--- src/rtl/pc_tx_word_serialiser.sv ---
// PC_TX word serialiser: sends a 32-bit word as four UART 8N1 bytes.
// Optional one-entry request queue enabled by defining PC_TX_WORD_QUEUE_EN.
`timescale 1ns/1ps

module pc_tx_word_serialiser #(
  parameter int CLKS_PER_BIT   = 434,
  parameter bit MSB_BYTE_FIRST = 1'b1
) (
  input  logic        i_clock,
  input  logic        i_reset,
  input  logic [31:0] i_tx_word,
  input  logic        i_tx_next_cmd,
  output logic        o_tx_serial,
  output logic        o_tx_busy,
  output logic        o_tx_word_done,
  output logic        o_tx_dropped
);

  localparam int                 CNT_W      = $clog2(CLKS_PER_BIT);
  localparam logic [CNT_W-1:0]   CNT_RELOAD = CNT_W'(CLKS_PER_BIT - 1);

  typedef enum logic [1:0] {
    S_IDLE,
    S_START,
    S_DATA,
    S_STOP
  } state_t;

  state_t            state, state_n;
  logic [CNT_W-1:0]  bit_cnt, bit_cnt_n;
  logic [2:0]        bit_idx, bit_idx_n;
  logic [1:0]        byte_idx, byte_idx_n;
  logic [31:0]       word_reg, word_reg_n;
  logic [7:0]        shift_reg, shift_reg_n;
  logic              serial_q, serial_n;
  logic              busy_q, busy_n;
  logic              done_q, done_n;
  logic              dropped_q, dropped_n;
  logic              tick;
  logic              word_end;
  logic              launch;
  logic [31:0]       launch_word;

`ifdef PC_TX_WORD_QUEUE_EN
  logic [31:0]       hold_word, hold_word_n;
  logic              hold_valid, hold_valid_n;
  logic              chain_direct;
  logic              hold_free;
`endif

  // Byte slot k of the transmit order maps to word byte (3-k) or k.
  function automatic logic [7:0] pick_byte(input logic [31:0] word, input logic [1:0] idx);
    logic [1:0] k;
    k = MSB_BYTE_FIRST ? (2'd3 - idx) : idx;
    return word[{k, 3'b000} +: 8];
  endfunction

  assign tick     = (bit_cnt == '0);
  assign word_end = (state == S_STOP) && tick && (byte_idx == 2'd3);

  always_comb begin
    // NOTE: every signal written here gets a default first so no latch is inferred.
    state_n     = state;
    bit_cnt_n   = bit_cnt;
    bit_idx_n   = bit_idx;
    byte_idx_n  = byte_idx;
    word_reg_n  = word_reg;
    shift_reg_n = shift_reg;
    serial_n    = serial_q;
    busy_n      = busy_q;
    done_n      = 1'b0;
    dropped_n   = 1'b0;
    launch      = 1'b0;
    launch_word = word_reg;
`ifdef PC_TX_WORD_QUEUE_EN
    hold_word_n  = hold_word;
    hold_valid_n = hold_valid;
    chain_direct = 1'b0;
    hold_free    = 1'b0;
`endif

    case (state)
      S_IDLE: begin
        serial_n = 1'b1;
        if (i_tx_next_cmd) begin
          launch      = 1'b1;
          launch_word = i_tx_word;
        end
      end

      S_START: begin
        if (tick) begin
          state_n   = S_DATA;
          bit_cnt_n = CNT_RELOAD;
          bit_idx_n = 3'd0;
          serial_n  = shift_reg[0];
        end else begin
          bit_cnt_n = bit_cnt - 1'b1;
        end
      end

      S_DATA: begin
        if (tick) begin
          bit_cnt_n = CNT_RELOAD;
          if (bit_idx == 3'd7) begin
            state_n  = S_STOP;
            serial_n = 1'b1;
          end else begin
            bit_idx_n   = bit_idx + 3'd1;
            shift_reg_n = {1'b0, shift_reg[7:1]};
            serial_n    = shift_reg[1];
          end
        end else begin
          bit_cnt_n = bit_cnt - 1'b1;
        end
      end

      S_STOP: begin
        if (tick) begin
          if (byte_idx != 2'd3) begin
            byte_idx_n  = byte_idx + 2'd1;
            state_n     = S_START;
            bit_cnt_n   = CNT_RELOAD;
            shift_reg_n = pick_byte(word_reg, byte_idx + 2'd1);
            serial_n    = 1'b0;
          end else begin
            done_n   = 1'b1;
            state_n  = S_IDLE;
            busy_n   = 1'b0;
            serial_n = 1'b1;
`ifdef PC_TX_WORD_QUEUE_EN
            // A queued word, or a request landing on this very edge, starts with no gap.
            if (hold_valid) begin
              launch       = 1'b1;
              launch_word  = hold_word;
              hold_valid_n = 1'b0;
            end else if (i_tx_next_cmd) begin
              launch       = 1'b1;
              launch_word  = i_tx_word;
              chain_direct = 1'b1;
            end
`endif
          end
        end else begin
          bit_cnt_n = bit_cnt - 1'b1;
        end
      end

      default: state_n = S_IDLE;
    endcase

    if (launch) begin
      state_n     = S_START;
      bit_cnt_n   = CNT_RELOAD;
      bit_idx_n   = 3'd0;
      byte_idx_n  = 2'd0;
      word_reg_n  = launch_word;
      shift_reg_n = pick_byte(launch_word, 2'd0);
      serial_n    = 1'b0;
      busy_n      = 1'b1;
    end

`ifdef PC_TX_WORD_QUEUE_EN
    // The hold slot frees on the edge it is consumed, so a request there is kept.
    hold_free = !hold_valid || word_end;
    if (i_tx_next_cmd && busy_q && !chain_direct) begin
      if (hold_free) begin
        hold_word_n  = i_tx_word;
        hold_valid_n = 1'b1;
      end else begin
        dropped_n = 1'b1;
      end
    end
`else
    if (i_tx_next_cmd && busy_q) begin
      dropped_n = 1'b1;
    end
`endif
  end

  always_ff @(posedge i_clock or posedge i_reset) begin
    if (i_reset) begin
      state     <= S_IDLE;
      bit_cnt   <= '0;
      bit_idx   <= 3'd0;
      byte_idx  <= 2'd0;
      word_reg  <= 32'd0;
      shift_reg <= 8'd0;
      serial_q  <= 1'b1;
      busy_q    <= 1'b0;
      done_q    <= 1'b0;
      dropped_q <= 1'b0;
`ifdef PC_TX_WORD_QUEUE_EN
      hold_word  <= 32'd0;
      hold_valid <= 1'b0;
`endif
    end else begin
      // NOTE: non-blocking assignments keep every register updating from pre-edge values.
      state     <= state_n;
      bit_cnt   <= bit_cnt_n;
      bit_idx   <= bit_idx_n;
      byte_idx  <= byte_idx_n;
      word_reg  <= word_reg_n;
      shift_reg <= shift_reg_n;
      serial_q  <= serial_n;
      busy_q    <= busy_n;
      done_q    <= done_n;
      dropped_q <= dropped_n;
`ifdef PC_TX_WORD_QUEUE_EN
      hold_word  <= hold_word_n;
      hold_valid <= hold_valid_n;
`endif
    end
  end

  assign o_tx_serial    = serial_q;
  assign o_tx_busy      = busy_q;
  assign o_tx_word_done = done_q;
  assign o_tx_dropped   = dropped_q;

endmodule
--- config.mk ---
export PLATFORM = sky130hd
export DESIGN_NAME = pc_tx_word_serialiser
export DESIGN_NICKNAME = d
export VERILOG_FILES = /design/src/rtl/pc_tx_word_serialiser.sv
export SDC_FILE = /design/constraint.sdc
export NUM_CORES = 1
export LEC_CHECK = 0
export ABC_AREA = 1
export CELL_PAD_IN_SITES_DETAIL_PLACEMENT = 1
export CELL_PAD_IN_SITES_GLOBAL_PLACEMENT = 1
export CORE_ASPECT_RATIO = 1.5
export CORE_MARGIN = 2
export CORE_UTILIZATION = 41
export CTS_BUF_LIST = sky130_fd_sc_hd__clkbuf_16
export CTS_CLUSTER_DIAMETER = 100
export DETAILED_ROUTE_END_ITERATION = 12
export GPL_TIMING_DRIVEN = 0
export HOLD_SLACK_MARGIN = 0.06
export PLACE_DENSITY_LB_ADDON = 0.15
export SETUP_SLACK_MARGIN = 0.1
export SKIP_CTS_REPAIR_TIMING = 1
export SLEW_MARGIN = 15
export SYNTH_ARGS = -nofsm -noshare
export SYNTH_HDL_FRONTEND = slang
export SYNTH_SLANG_ARGS = --single-unit
--- constraint.sdc ---
create_clock -name i_clock -period 2.5 [get_ports i_clock]
set_input_delay 0.5 -clock i_clock [delete_from_list [all_inputs] [get_ports i_clock]]
set_output_delay 0.5 -clock i_clock [all_outputs]
set_load 0.005 [all_outputs]
## Word-level counts from Yosys, hierarchy flattened

Index checks and enable logic that the tools add are counted.

- Word-level logic and storage cells: 93
- Input port bits: 35
- Output and inout bits: 4
- Register bits after elaboration: 60

- $add $sub $neg: 4
- Reductions and logical operators: 19
- Multiplexer cells: 45
- Eq/ne operators: 13
- Shift-type cells: 1

Operators with widths:

| cell | number |
|---|---|
| two-way mux 32 bit | 2 |
| two-way mux 8 bit | 5 |
| two-way mux 9 bit | 4 |
| variable part select 32 x 6 -> 8 bit | 1 |
| two-way mux 2 bit | 9 |
| one-hot mux 9 bit (2 select lines) | 1 |
| two-way mux 1 bit | 16 |
| one-hot mux 8 bit (2 select lines) | 1 |
| != test 3 bit (second input constant) | 5 |
| two-way mux 3 bit | 4 |
| AND reduction 3 bit | 4 |
| AND reduction 5 bit | 2 |
| zero test 9 bit | 1 |
| nonzero test 3 bit | 3 |
| subtractor 9 x 1 -> 9 bit (second input constant) | 1 |
| one-hot mux 2 bit (3 select lines) | 1 |
| one-hot mux 3 bit (2 select lines) | 1 |
| nonzero test 2 bit | 3 |
| equality test 2 bit (second input constant) | 2 |
| != test 2 bit (second input constant) | 2 |
| != test 4 x 3 -> 1 bit (second input constant) | 1 |
| one-hot mux 1 bit (4 select lines) | 1 |
| AND reduction 4 bit | 1 |
| nonzero test 4 bit | 1 |
| 10 further kinds | 10 |

## Logic depth before layout (Yosys ltp)

- Depth in word-level cells: 7
- Mapped depth: 11
- Gate-level depth less buffers: 10

## Worst setup path before layout

OpenSTA, ideal clock, no wires.

- Path kind: register to register
- From: register bit_cnt[0]
- To: register bit_cnt[2]
- Cell stages (with the launch flop): 10
- Arrival time: 1.357 ns
- Data required time: 2.383 ns
- Setup slack: 1.026 ns
- Library setup time: 0.117 ns
- Buffers on the path: 0
- Period minus slack after synthesis: 1.474 ns
- Cell sequence: dfrtp_1 -> inv_1 -> ha_1 -> nand3_4 -> nor2_4 -> nand3_2 -> nand2_4 -> nand2_4 -> nand2_1 -> nand2_1

- Word-level cells in the longest chain between the ends: 4
- Elaborated cells on any way between the ends: 8
- Those cells by class: add/sub (1); eq/ne (1); mux (4); reduce/logical (2)

Ends and longest elaborated chain:

| element | RTL line | source |
|---|---|---|
| from (decl) | 30 | `logic [CNT_W-1:0] bit_cnt, bit_cnt_n;` |
| from (signal assigned) | 200 | `bit_cnt <= bit_cnt_n;` |
| subtractor 9 x 1 -> 9 bit or zero test 9 bit (tied branches) | - |  |
| two-way mux 9 bit (on tied branches) | 119, 92, 103 |  |
| one-hot mux 9 bit (2 select lines) | 82 | `case (state)` |
| two-way mux 9 bit | 152 | `if (launch) begin` |

Several ways; a longest one is shown, not always the timed one.
A chain may end at the register's enable or synchronous reset.

## Final worst setup path

- From: register serial_q (netlist: o_tx_serial)
- To: output port o_tx_serial

RTL lines:

| element | RTL line | source |
|---|---|---|
| from (decl) | 35 | `logic serial_q, serial_n;` |
| from (signal assigned) | 205 | `serial_q <= serial_n;` |
| to (decl) | 13 | `output logic o_tx_serial,` |

No word-level cell between the ends.

==> impl_metrics.py <==
metrics = {
    "sta": {
        "tightestPinTransition_ns": 0.465,
        "worst_hold_slack_ns": 0.435,
        "period_needed_ns": 1.84,
        "clock_skew_ns": 0.00512,
        "setup_viol": 0,
        "fmax_mhz": 543,
        "hold_viol_final": 0,
        "finalCritPeriodShare": 0.737,
        "rsz0062_at_grt": "no",
        "slew_headroom": 0.690,
        "slew_viol_final": 0,
    },
    "yosys": {
        "async_flop_share": 1.00,
        "ys_types": 31,
        "yosysTopAreaCell": "dfrtp_1",
        "synth-edff-count": 0,
        "synth_common_cells": "217 x nand2_1, 59 x dfrtp_1, 41 x nand3_1, 30 x inv_1, 29 x nor2_1",
        "syn_area_per_cell_um2": 7.36,
        "syn_nets": 516,
        "yosys_warnings": 0,
        "synth_top_area_frac": 0.425,
        "yosysMostFrequentCell": "nand2_1",
        "synth_area_leaders": "dfrtp_1 43%, nand2_1 23%, nand3_1 5.9%",
        "netlist_instances": 472,
        "synth-seq-cells": 60,
        "ys_seq_area_frac": 0.433,
        "ys.flop_type": "dfrtp_1",
        "synthesis.area_um2": 3470,
    },
    "worst_setup_path": {
        "cp_max_fo": 2,
        "startpoint_type": "flip-flop",
        "crit_required_ns": 2.00,
        "reg2regPathDepth": 7,
        "crit_arrival_ns": 1.34,
        "slowest_delay_ns": 0.52,
        "r2r_setup_slack_ns": 0.73,
        "critical_path.startpoint": "o_tx_serial",
        "crit_path_cell_trace": "clkdlybuf4s50_1",
        "reg2reg_from": "state[0]",
        "crit_buf_inv": 1,
        "crit_type": "flip-flop to output pin",
        "reg2reg_to": "byte_idx[1]",
        "end_kind": "output pin",
        "slowest_stage": "dfstp_2",
        "crit_family": "flip-flops",
    },
    "clock_network": {
        "htreeDepth": 3,
        "clk_pin_slew_worst_paths_ns": 0.05,
        "cts_buffers": 9,
        "cts.sinks": 60,
        "clock_path_buffers": 2,
        "clock_latency_ns": 0.33,
        "clock-root-buffer": "clkbuf_16",
        "cts_tree": "yes",
    },
    "finish": {
        "final_core_util": 0.512,
        "layout-drive-gt1-share": 0.110,
        "antennaDiodeCount": 0,
        "syn_to_final_growth_pct": 22.7,
        "largest_reg_flops": 32,
        "final_nets": 565,
    },
    "grt": {
        "grt_pass1_wl_um": 15600,
        "grt_overflow": 0,
        "antenna_found_initial": 0,
        "grt_start_max_net_pins": 50,
        "grt_use_total": 0.222,
        "grt_pass1_vias": 3300,
    },
    "route": {
        "route.detailed.drc": 0,
        "vias_per_cell": 4.92,
        "vias": 3117,
        "drtAntennaViolNets": 0,
        "routed_wl_um": 9280,
        "drt_iter0_drc": 116,
        "routedWlPerCell_um": 14.7,
        "dr.pass1.iters": 4,
    },
    "place": {
        "routabilityCongestion": 0.793,
        "hpwl_um": 7110,
        "numPortBuffers": 37,
    },
    "die": {
        "core_area_um2": 8310,
        "die_x_um": 79.1,
        "die-area_um2": 9240,
        "initial_core_util": 0.418,
        "die_height_um": 117,
        "rows": 41,
        "io_pins": 39,
    },
    "power": {
        "p_leak_nw": 2.29,
        "max-vdd-ir-drop_uv": 379,
        "p_per_area_nw_per_um2": 501,
    },
    "job": {
        "drv_cap": 0,
    },
    "hold_path": {
        "min_path_type": "primary input to asynchronous set/reset pin",
    },
    "outcome": {
        "status": "completed",
    },
}
-- report_power, final --
| group | switching (mW) | total [mW] | internal [mW] | leakage, nW |
|---|---|---|---|---|
| logic | 0.0399 | 0.0964 | 0.0564 | 1.44 |
| clock network | 0.419 | 1.06 | 0.645 | 0.136 |
| registers | 0.000172 | 0.974 | 0.974 | 0.713 |
| total | 0.459 | 2.13 | 1.68 | 2.29 |
-- routing by layer --
| layer | global-route usage | part of all wire | vias up | wire length, um |
|---|---|---|---|---|
| met2 | 0.424 | 0.56 | 33 | 5180 |
| met3 | 0.0325 | 0.017 | 15 | 158 |
| met5 | 0 | 0 | - | 0 |
| met4 | 0.0989 | 0.026 | 0 | 244 |
| li1 | - | - | 1567 | - |
| met1 | 0.237 | 0.40 | 1502 | 3690 |
-- stage by stage --
step | setup slack (ns) | setup TNS (ns) | total power [mW] | instances | area [um2]
CTS | 0.637 | 0 | 2.16 | 633 | 4260
global placement | -0.662 | -38.83 | 1.08 | 616 | 3980
global route | 0.582 | 0 | 2.21 | 633 | 4260
floorplan | 0.517 | 0 | 1.02 | 472 | 3470
finish | 0.657 | 0 | 2.13 | 633 | 4260
detailed placement | 0.725 | 0 | 1.09 | 617 | 4010
-- cell families (layout without fill, tap and decap cells) --
family                   after synthesis  count (layout)  share of synthesized area
buffers and inverters                 55             109                     0.0760
AO/OA/AOI/OAI                         31              31                     0.0490
flip-flops                            60              60                      0.433
AND/OR/NAND/NOR                      314             314                      0.402
XOR/XNOR                               3               3                    0.00757
adder cells (fa/ha/maj)                9               9                     0.0324
-- worst max path at each step --
stage / end / slack [ns] / cells after the start
global route: byte_idx[1] / 0.58 / 7
detailed placement: byte_idx[1] / 0.72 / 7
CTS: o_tx_serial / 0.64 / 1
global placement: word_reg[26] / -0.66 / 2
floorplan: bit_cnt[0] / 0.52 / 1
finish: o_tx_serial / 0.66 / 1
-- layout by cell type, fill, tap and decap left out, types with 4 or more instances in the layout --
cell / synthesis / routed
nand2_1: 217 / 217
dfrtp_1: 59 / 59
nand3_1: 41 / 41
clkdlybuf4s50_1: 0 / 37
inv_1: 30 / 32
nor2_1: 29 / 29
o21ai_0: 22 / 22
ha_1: 9 / 9
clkbuf_16: 0 / 9
buf_4: 8 / 8
buf_2: 6 / 6
o21ai_1: 6 / 6
nor2_4: 4 / 4
nand2_2: 4 / 4
nand2_4: 4 / 4
clkinv_1: 1 / 4
-- cell type report --
type | instances | area [um2]
clock inverters | 7 | 27.5
well taps | 107 | 134
flip-flops and latches | 60 | 1500
repair buffers | 38 | 398
multi-input cells | 357 | 1710
fillers | 1078 | 4050
plain buffers | 19 | 124
inverters | 36 | 143
clock buffers | 9 | 225
No activity file was read; power rests on OpenSTA's default activity.
==> variant, RTL diff (same settings) <==
Remove the register `done_q`: a continuous assignment takes its place, so the output `o_tx_word_done` follows one clock earlier.
--- a/src/rtl/pc_tx_word_serialiser.sv
+++ b/src/rtl/pc_tx_word_serialiser.sv
@@ -190,3 +190,2 @@
       busy_q    <= 1'b0;
-      done_q    <= 1'b0;
       dropped_q <= 1'b0;
@@ -206,3 +205,2 @@
       busy_q    <= busy_n;
-      done_q    <= done_n;
       dropped_q <= dropped_n;
@@ -214,2 +212,4 @@
   end
+
+  assign done_q = done_n;
 
Behaviour: no difference found for any inputs over 10 cycles, from zero or initial values and one cycle with i_reset high; that may be too few to reach the edited logic, so the function may still have changed.
==> variant against the original RTL <==
Worst hold slack improved by 41 ps. Area after synthesis fell by 0.72%. Total power fell by 2.6%. Cell count rose by 0.95%. Wire length rose by 1.9%. Worst setup slack got worse by 210 ps. Register-to-register slack got worse by 70 ps. Design area rose by 1.2%. First-iteration DRC count fell by 13%. Synthesized cell count fell by 0.21%. Critical path depth rose by 6. Sequential cell count fell by 1. Critical path type unchanged. Largest power group unchanged.
==> variant: results <==
group,metric,value,unit
global_route,gr-usage-all-layers,0.2231,
worst_setup_path,cp-startpoint,"state[0]",
clock_tree,clk_path_buf_depth,2,
global_route,grt_max_degree,60,
yosys,synth_nets,515,
timing,slew_headroom,0.5018,
timing,skew,8.260,ps
worst_setup_path,crit_slowest_cell,"dfrtp_2",
run_status,outcome,"finished, final reports clean",
global_route,grt_first_pass_wirelength,15.71,mm
placed_design,dp_hpwl,6.864,mm
yosys,synthTopCellsByArea,"dfrtp_1 (42%), nand2_1 (24%), nand3_1 (6.0%)",
clock_tree,clock-root-buffer,"clkbuf_16",
yosys,synth-edff-count,0,
worst_setup_path,cp_top_family,"buffers and inverters",
yosys,synth_flop_cell,"dfrtp_1",
pwr,vdd.ir_drop.worst,0.0004045,V
yosys,ys_seq_area_frac,0.4287,
placed_design,gp_congestion,0.7813,
worst_setup_path,arrival,1550,ps
clock_tree,clkLatencyLatePin,330,ps
drt,totalWireLength,9.457,mm
yosys,synth_common_cells,"nand2_1 (217), dfrtp_1 (58), nand3_1 (41), inv_1 (30), nor2_1 (29)",
final_layout,layout-drive-gt1-share,0.1391,
worst_setup_path,r2r_slack,660,ps
drt,viasPerCell,4.894,
worst_setup_path,path_max_fanout,5,
placed_design,pre_cts_ws,210.3,ps
worst_setup_path,reg2reg_depth,11,
worst_setup_path,worstReg2RegEnd,"shift_reg[4]",
pwr,p_leak,2.314,nW
worst_setup_path,critPathMaxStageDelay,420,ps
final_layout,nets,574,
drt,vias,3127,
hold_path,hold_path.class,"flip-flop to flip-flop",
final_layout,n_antenna_cell,0,
global_route,grt_pass1_vias,3309,
drt,initialDrtViolationCount,101,
final_layout,nFillCells,1071,
placed_design,placed_cells,615,
yosys,syn_avg_cell_area,7.319,µm²
[variant: cell count changes after synthesis]
cell     delta
dfrtp_1     -1
[variant: power by group]
part	total, mW	switching [mW]	internal, mW
registers	0.958	0.000179	0.958
clock network	1.03	0.395	0.636
logic	0.0900	0.0381	0.0519
total	2.08	0.434	1.65
[variant: tightest hold or removal path, delay by kind of cell (launching register included)]
kind	cells	cell delay, ps
flops	1	340
simple gates	2	110
[variant: cell type report]
cell class	count	area share
Multi-Input combinational cell	357	0.4016
Sequential cell	59	0.3432
Timing Repair Buffer	48	0.1057
Inverter	36	0.03310
Tap cell	107	0.03107
Buffer	19	0.02962
Clock buffer	9	0.05226
Clock inverter	4	0.003484
[variant: through the flow]
stage	TNS [ps]	util	instance area, µm²	hold WS, ps
floorplan	0	-	3447	442.6
detailed placement	0	0.4758	3954	465.2
CTS	-139.5	0.5047	4194	478.7
global placement	-36300	0.4755	3951	458.0
finish	0	0.5185	4309	476.2
global route	0	0.5185	4309	501.4
[variant: how the worst max path moves through the flow]
stage / endpoint / slack [ps]
2_1_floorplan: bit_cnt[0] / 550
3_3_place_gp: word_reg[26] / -630
3_5_place_dp: o_tx_word_done / 210
4_1_cts: o_tx_word_done / -140
5_1_grt: o_tx_word_done / 390
6_report: o_tx_word_done / 450
[variant: logic make-up after synthesis]
logic type / after synthesis / synth area share
compound gates: 31 / 0.04937
simple gates: 314 / 0.4051
xor+xnor: 3 / 0.007624
fa+ha+maj: 9 / 0.03267
buf+inv: 55 / 0.07659
flops: 59 / 0.4287
[variant: per-layer routing]
layer / vias up / track usage / wire, µm
li1: 1581 / - / -
met1: 1495 / 0.2380 / 3705
met2: 38 / 0.4274 / 5337
met3: 13 / 0.04019 / 200
met4: 0 / 0.09425 / 213
met5: - / 0 / 0
